--- config.mk ---
export PLATFORM = sky130hd
export DESIGN_NAME = rpn_evaluator
export DESIGN_NICKNAME = d
export VERILOG_FILES = /design/src/rtl/rpn_pkg.sv /design/src/rtl/rpn_evaluator_alu.sv /design/src/rtl/rpn_evaluator.sv
export SDC_FILE = /design/constraint.sdc
export NUM_CORES = 1
export LEC_CHECK = 0
export CAP_MARGIN = 5
export CORE_UTILIZATION = 30
export CTS_CLUSTER_DIAMETER = 60
export CTS_CLUSTER_SIZE = 28
export DETAILED_ROUTE_END_ITERATION = 10
export PLACE_DENSITY = 0.45
export REMOVE_ABC_BUFFERS = 1
export SYNTH_ARGS = -nofsm -noshare
export SYNTH_HDL_FRONTEND = slang
export SYNTH_SLANG_ARGS = --single-unit
--- constraint.sdc ---
create_clock -name clk -period 7.7 [get_ports clk]
set_input_delay 1.155 -clock clk [delete_from_list [all_inputs] [get_ports clk]]
set_output_delay 1.155 -clock clk [all_outputs]
set_load 0.02 [all_outputs]
--- src/rtl/rpn_pkg.sv ---
// Shared opcodes, error codes and FSM state encoding for the RPN evaluator.
package rpn_pkg;

    localparam logic [1:0] OP_ADD = 2'd0;
    localparam logic [1:0] OP_SUB = 2'd1;
    localparam logic [1:0] OP_MUL = 2'd2;
    localparam logic [1:0] OP_NEG = 2'd3;

    localparam logic [1:0] ERR_NONE      = 2'd0;
    localparam logic [1:0] ERR_UNDER     = 2'd1;
    localparam logic [1:0] ERR_OVER      = 2'd2;
    localparam logic [1:0] ERR_MALFORMED = 2'd3;

    typedef enum logic [3:0] {
        IDLE,
        POP_B,
        POP_A,
        EXEC,
        CAP_NEG,
        FIN_POP,
        FIN_CAP,
        SKIP,
        DRAIN,
        DONE
    } rpn_state_e;

endpackage

--- src/rtl/rpn_evaluator_alu.sv ---
// Combinational two's-complement ALU: ADD/SUB/MUL on (A,B), NEG on A, all modulo 2^N.
module rpn_alu
    import rpn_pkg::*;
#(
    parameter int N = 8
) (
    input  logic [1:0]   op,
    input  logic [N-1:0] a,
    input  logic [N-1:0] b,
    output logic [N-1:0] y
);

    always_comb begin
        y = '0;
        case (op)
            OP_ADD:  y = a + b;
            OP_SUB:  y = a - b;
            OP_MUL:  y = a * b;
            default: y = '0 - a;
        endcase
    end

endmodule

--- src/rtl/rpn_evaluator.sv ---
// Postfix expression evaluator driving an external stack; one result and error code per expression.
module rpn_evaluator
    import rpn_pkg::*;
#(
    parameter int N        = 8,
    parameter int MAX_SIZE = 16
) (
    input  logic         clk,
    input  logic         rst_n,
    input  logic         tok_valid,
    output logic         tok_ready,
    input  logic         tok_is_op,
    input  logic [N-1:0] tok_data,
    input  logic         tok_last,
    output logic         res_valid,
    input  logic         res_ready,
    output logic [N-1:0] res_data,
    output logic [1:0]   res_err,
    output logic         stk_push,
    output logic         stk_pop,
    output logic [N-1:0] stk_wdata,
    input  logic [N-1:0] stk_rdata,
    input  logic         stk_full,
    input  logic         stk_empty
);

    localparam int DW = $clog2(MAX_SIZE) + 1;
    localparam logic [DW-1:0] FULL_DEPTH = DW'(MAX_SIZE);

    rpn_state_e    state_q, state_d;
    logic [DW-1:0] depth_q, depth_d;
    logic [1:0]    err_q, err_d;
    logic [1:0]    op_q, op_d;
    logic          last_q, last_d;
    logic [N-1:0]  b_q, b_d;
    logic [N-1:0]  res_data_q, res_data_d;
    logic [1:0]    res_err_q, res_err_d;
    logic          alive_q, alive_d;

    logic [N-1:0]  alu_y;
    logic [DW-1:0] need;
    logic          take;

    rpn_alu #(.N(N)) u_alu (
        .op (op_q),
        .a  (stk_rdata),
        .b  (b_q),
        .y  (alu_y)
    );

    // alive_q keeps every handshake output low during and for one cycle after reset
    assign tok_ready = alive_q && ((state_q == IDLE) || (state_q == SKIP));
    assign take      = tok_valid && tok_ready;
    assign need      = (tok_data[1:0] == OP_NEG) ? DW'(1) : DW'(2);
    assign res_data  = res_data_q;
    assign res_err   = res_err_q;

    always_comb begin
        state_d    = state_q;
        depth_d    = depth_q;
        err_d      = err_q;
        op_d       = op_q;
        last_d     = last_q;
        b_d        = b_q;
        res_data_d = res_data_q;
        res_err_d  = res_err_q;
        alive_d    = 1'b1;
        stk_push   = 1'b0;
        stk_pop    = 1'b0;
        stk_wdata  = '0;
        res_valid  = 1'b0;

        case (state_q)
            IDLE: begin
                if (take && !tok_is_op) begin
                    if (depth_q == FULL_DEPTH) begin
                        if (err_q == ERR_NONE) err_d = ERR_OVER;
                    end else begin
                        stk_push  = 1'b1;
                        stk_wdata = tok_data;
                        depth_d   = depth_q + 1'b1;
                    end
                    if (tok_last) state_d = FIN_POP;
                end else if (take) begin
                    op_d   = tok_data[1:0];
                    last_d = tok_last;
                    if (depth_q < need) begin
                        if (err_q == ERR_NONE) err_d = ERR_UNDER;
                        state_d = tok_last ? DRAIN : SKIP;
                    end else begin
                        state_d = POP_B;
                    end
                end
            end
            POP_B: begin
                stk_pop = 1'b1;
                depth_d = depth_q - 1'b1;
                state_d = (op_q == OP_NEG) ? CAP_NEG : POP_A;
            end
            POP_A: begin
                stk_pop = 1'b1;
                depth_d = depth_q - 1'b1;
                b_d     = stk_rdata;
                state_d = EXEC;
            end
            EXEC, CAP_NEG: begin
                stk_push  = 1'b1;
                stk_wdata = alu_y;
                depth_d   = depth_q + 1'b1;
                state_d   = last_q ? FIN_POP : IDLE;
            end
            FIN_POP: begin
                // an earlier overflow leaves a well-formed stack but must still report
                if ((depth_q != DW'(1)) || (err_q != ERR_NONE)) begin
                    if (err_q == ERR_NONE) err_d = ERR_MALFORMED;
                    state_d = DRAIN;
                end else begin
                    stk_pop = 1'b1;
                    depth_d = '0;
                    state_d = FIN_CAP;
                end
            end
            FIN_CAP: begin
                res_data_d = stk_rdata;
                res_err_d  = ERR_NONE;
                state_d    = DONE;
            end
            SKIP: begin
                if (take && tok_last) state_d = DRAIN;
            end
            DRAIN: begin
                if (depth_q != '0) begin
                    stk_pop = 1'b1;
                    depth_d = depth_q - 1'b1;
                end else begin
                    res_data_d = '0;
                    res_err_d  = err_q;
                    state_d    = DONE;
                end
            end
            DONE: begin
                res_valid = 1'b1;
                if (res_ready) begin
                    err_d   = ERR_NONE;
                    state_d = IDLE;
                end
            end
            default: state_d = IDLE;
        endcase
    end

    always_ff @(posedge clk or negedge rst_n) begin
        if (!rst_n) begin
            state_q    <= IDLE;
            depth_q    <= '0;
            err_q      <= ERR_NONE;
            op_q       <= OP_ADD;
            last_q     <= 1'b0;
            b_q        <= '0;
            res_data_q <= '0;
            res_err_q  <= ERR_NONE;
            alive_q    <= 1'b0;
        end else begin
            state_q    <= state_d;
            depth_q    <= depth_d;
            err_q      <= err_d;
            op_q       <= op_d;
            last_q     <= last_d;
            b_q        <= b_d;
            res_data_q <= res_data_d;
            res_err_q  <= res_err_d;
            alive_q    <= alive_d;
        end
    end

    a_no_push_pop: assert property (@(posedge clk) disable iff (!rst_n) !(stk_push && stk_pop));
    a_full_agree:  assert property (@(posedge clk) disable iff (!rst_n) stk_full == (depth_q == FULL_DEPTH));
    a_empty_agree: assert property (@(posedge clk) disable iff (!rst_n) stk_empty == (depth_q == '0));

endmodule

== After elaboration in Yosys (flattened, before gate mapping) ==
Index checks and enable logic that the tools add are counted.
Storage, ports and cells
  register bits: 33
  bits of input ports: 24
  output and inout port bits: 22
  logic and storage cells: 111
Cells by class
  $add $sub $neg: 5
  multipliers: 1
  magnitude comparators: 1
  equality and inequality tests: 29
  muxes and demuxes: 43
  bitwise gates (word level): 1
  reductions and logical operators: 22
Operator list (count)
  $mux 4: 9
  $pmux 4 s9: 1
  $pmux 8 s2: 2
  $pmux 5 s5: 1
  $mux 8: 3
  $pmux 8 s3: 1
  $mux 2: 11
  $mux 5: 4
  $eq 4x3->1 const B: 4
  $ne 2x2->1 const B: 7
  $reduce_and 5->1: 2
  $reduce_bool 5->1: 2
  $add 8x8->8: 1
  $eq 4x2->1 const B: 2
  $eq 4x4->1 const B: 2
  $mul 8x8->8: 1
  $reduce_and 8->1: 1
  $sub 1x8->8 const A: 1
  $sub 8x8->8: 1
  $eq 2x2->1 const B: 3
  $mux 3: 2
  $ne 2x1->1 const B: 3
  $ne 3x2->1 const B: 2
  $pmux 2 s3: 1
  24 further kinds: 35

== Longest topological paths before layout ==
  depth after elaboration: 7
  mapped depth: 16
  mapped depth without buffers: 15

== By module ==
A second synthesis with hierarchy kept.
Unflattened totals
  cell total of the unflattened synthesis: 452
  area, all modules: 3857.4 sq um
By module, submodules not included
  rpn_evaluator: times used 1, cells each 240, area an instance 2193.4 sq um, seq. area each 825.8 sq um
  rpn_alu: times used 1, cells each 212, area an instance 1664.1 sq um, seq. area each 0.0 sq um

== Least setup slack after synthesis ==
OpenSTA, ideal clock, no wires.
  path type: in2out
  from: input port stk_rdata[1]
  to: output port stk_wdata[7]
  arrival time: 4.573 ns
  required time: 6.545 ns
  path slack: 1.972 ns
  stages on the path: 16
  path buffers: 1
  cells stage by stage: clkbuf_1 -> inv_1 -> nor2_1 -> fa_1 -> fa_1 -> ha_1 -> inv_1 -> fa_1 -> inv_1 -> ha_1 -> a21o_1 -> a21oi_1 -> xnor2_1 -> xnor2_1 -> o2111ai_1 -> nand3_1
On the way
  word-level cells in the longest chain between the ends: 3
  elaborated cells between the ends (all ways): 6
  those cells by class: 3 x add/sub; 1 x mul; 2 x mux
RTL lines
  start, declared: line rpn_evaluator.sv:22  | input logic [N-1:0] stk_rdata,
  $mul 8x8->8, or another cell as far along: line rpn_evaluator_alu.sv:18  | OP_MUL: y = a * b;
  $pmux 8 s3 (*): line rpn_evaluator_alu.sv:15  | case (op)
  $pmux 8 s2 (*): line rpn_evaluator.sv:73  | case (state_q)
  end, declared: line rpn_evaluator.sv:21  | output logic [N-1:0] stk_wdata,
Every way passes the cells marked *; elsewhere a longest branch is shown, timed or not.

== Final worst setup path ==
  from: input port stk_rdata[2]
  to: output port stk_wdata[7]
The elaborated chain is that of the path after synthesis.

==> results.yml <==
clocking:
  cts.hold.buffers_added: 0
  ctsLongestPathBuffers: 2
  cts_resized: 0
  root_buffer: "clkbuf_16"
  h-tree-depth: 2
  cts_sinks: 33
  cts_setup_buffers: 0
  clkLatencyLatePin_ns: 0.27
  cts.clk_slew.worst_paths_ns: 0.06
  cts_made_buffers: 5
  cts_tree: "built"
timing:
  rsz0062_at_grt: "no"
  setup_tns_ns: 0
  min_period_ns: 7.08
  fin_skew_ns: 0.00326
  tightestPinTransition_ns: 0.976
  setup_ws_ns: 0.624
  setup_viol: 0
  drv_slew: 0
  max_freq_ghz: 0.141
  hold_viol: 0
  maxSlewHeadroom_pct: 34.9
  period_share_pct: 91.9
critical_path:
  rr_endpoint: "err_q[0]$_DFFE_PN0P_"
  crit_arrival_ns: 5.92
  reg2reg_depth: 6
  worstPathRequired_ns: 6.55
  worstReg2RegStart: "state_q[0]$_DFFE_PN0P_"
  path_max_fanout: 13
  path_class: "in -> out"
  r2r_setup_slack_ns: 5.12
  worstSetupEndpoint: "stk_wdata[7]"
  critPathLaunchType: "input pin"
  crit_path_start: "stk_rdata[2]"
  cp-end-kind: "primary output"
global_route:
  grt_first_pass_wirelength_um: 16600
  antenna_found_initial: 0
  grt_pass1_vias: 3081
  grt_max_degree: 34
  grt_usage_pct: 16.5
  grt-ovfl-total: 0
floorplan:
  start_util_pct: 31.2
  die_y_um: 111
  core_um2: 11500
  placement_rows: 39
  die_area_um2: 12400
  die_x_um: 111
  pin_count: 46
finish:
  diodes: 0
  area_delta_synth_final_pct: 19.9
  fin_area_um2: 4300
  final_common_cell: "nand2_1"
  layout_common_cells: "nand2_1 (47), clkdlybuf4s50_1 (43), inv_1 (36)"
  nNetsFinal: 532
  drive_above_1_share_pct: 7.30
  fillers: 1175
run_status:
  status: "finished, violations left"
  violations: "design-rule violations"
placed_design:
  post-dp-hpwl_um: 7290
  place.port_buffers: 43
  pre_cts_ws_ns: 0.609
  dpl_cell_area_um2: 4130
  gp_congestion: 0.809
power_and_ir_drop:
  p_leak_nw: 1.86
  power_mw: 2.10
  power_per_cell_area_nw_per_um2: 488
  ir_drop_mv: 0.143
drt:
  ant_nets: 0
  drt_wl_total_um: 9630
  drt_pre_antenna_iters: 7
  drcViolationCount: 8
  vias_per_cell: 5.08
  drt_iter0_markers: 194
  routedWlPerCell_um: 15.8
  num_vias: 3095
hold_path:
  min_from: "res_err[0]$_DFFE_PN0P_"
  min_path_type: "reg -> reg"
logic_synthesis:
  ys.flop_type: "dfrtp_1"
  synth_edf_count: 0
  seq_area_frac_synth_pct: 23.0
  synth-async-reset-ratio_pct: 100
  synth.avg_cell_area_um2: 8.29
  ys_warn_count: 0
  syn_inst: 433
  synth-seq-cells: 33
  syn_area_um2: 3590
  yosysUniqueCellTypes: 64
job:
  max-cap-violations: 0
cell usage after synthesis, types with 2 or more instances:
| cell type | count | share of area, % |
|---|---|---|
| nand2b_1 | 8 | 1.4 |
| xnor2_1 | 25 | 6.1 |
| buf_2 | 2 | 0.28 |
| a21o_1 | 2 | 0.42 |
| o31ai_1 | 2 | 0.42 |
| a22o_1 | 13 | 3.2 |
| and2_1 | 17 | 3.0 |
| mux2_2 | 11 | 3.5 |
| xor2_1 | 9 | 2.2 |
| a22oi_1 | 2 | 0.42 |
| nor4b_1 | 2 | 0.49 |
| mux2_1 | 2 | 0.63 |
| a221oi_1 | 4 | 0.98 |
| nand3b_1 | 3 | 0.63 |
| ha_1 | 30 | 10 |
| o22ai_1 | 3 | 0.52 |
| nor2_1 | 33 | 3.5 |
| inv_1 | 36 | 3.8 |
| a31oi_1 | 4 | 0.70 |
| dfrtp_1 | 33 | 23 |
| o21ai_0 | 26 | 3.6 |
| fa_1 | 13 | 7.2 |
| a21oi_1 | 19 | 2.6 |
| nor3_1 | 11 | 1.5 |
| nor2b_1 | 5 | 0.87 |
| o211ai_1 | 2 | 0.42 |
| nand2_1 | 47 | 4.9 |
| or3_1 | 3 | 0.52 |
| clkbuf_1 | 18 | 1.9 |
| buf_6 | 2 | 0.63 |
| nand3_1 | 10 | 1.4 |
| mux2i_1 | 2 | 0.56 |
| or3b_2 | 2 | 0.49 |
| o2111ai_1 | 2 | 0.49 |
power by group:
group          switching (mW)  internal [mW]
registers               0.154          0.246
clock network          0.0776          0.153
logic                   0.779          0.692
total                    1.01           1.09
per-layer routing:
layer  global-route usage [%]  share of wire, %
met1                     24.7                52
met2                     25.8                44
met3                     2.01               3.5
met4                     2.43              0.59
met5                        0                 0
final cells by class:
type | count | area (um^2) | area share (%)
Clock buffer | 5 | 125 | 2.91
Clock inverter | 3 | 46.3 | 1.08
Inverter | 36 | 135 | 3.14
Multi-Input combinational cell | 340 | 2520 | 58.5
Sequential cell | 33 | 826 | 19.2
Tap cell | 143 | 179 | 4.16
Timing Repair Buffer | 49 | 475 | 11.0
cells by family after synthesis:
family	share of synthesized area, %
AO/OA/AOI/OAI	17.2
XOR/XNOR	8.30
adder cells (fa/ha/maj)	17.7
buffers and inverters	6.87
flip-flops	23.0
multiplexers	4.64
other	0.104
AND/OR/NAND/NOR	22.2
critical path, stage by stage:
cell             delay (ns)
clkdlybuf4s50_1        0.69
and2_1                 0.32
fa_1                   0.39
fa_1                   0.49
ha_1                   0.30
inv_1                  0.06
fa_1                   0.52
inv_1                  0.04
ha_1                   0.33
a21o_1                 0.18
a21oi_1                0.17
xnor2_1                0.09
xnor2_1                0.24
o2111ai_1              0.17
nand3_1                0.15
clkdlybuf4s50_1        0.61
sequential cells by signal (all words and copies together) (netlist names):
name / cells
depth_q: 5
op_q: 2
last_q: 1
alive_q: 1
state_q: 4
err_q: 2
b_q: 8
res_err: 2
res_data: 8
through the flow:
stage                     std cells  utilization [%]  hold WS (ns)
after global routing            609             37.4         0.534
after detailed placement        601             35.9         0.475
after global placement          601             35.9         0.488
after CTS                       609             37.4         0.496
after floorplan                 409                -         0.504
final                           609             37.4         0.494
how the worst min path moves through the flow:
stage	slack, ns	end	depth (start not counted)
detailed placement	0.47	res_err[0]$_DFFE_PN0P_	2
floorplan	0.50	depth_q[3]$_DFFE_PN0P_	1
finish	0.49	res_err[0]$_DFFE_PN0P_	2
global placement	0.49	res_err[1]$_DFFE_PN0P_	2
global route	0.53	res_data[1]$_DFFE_PN0P_	1
CTS	0.50	res_err[0]$_DFFE_PN0P_	2
Power figures use the tool's default switching activity.
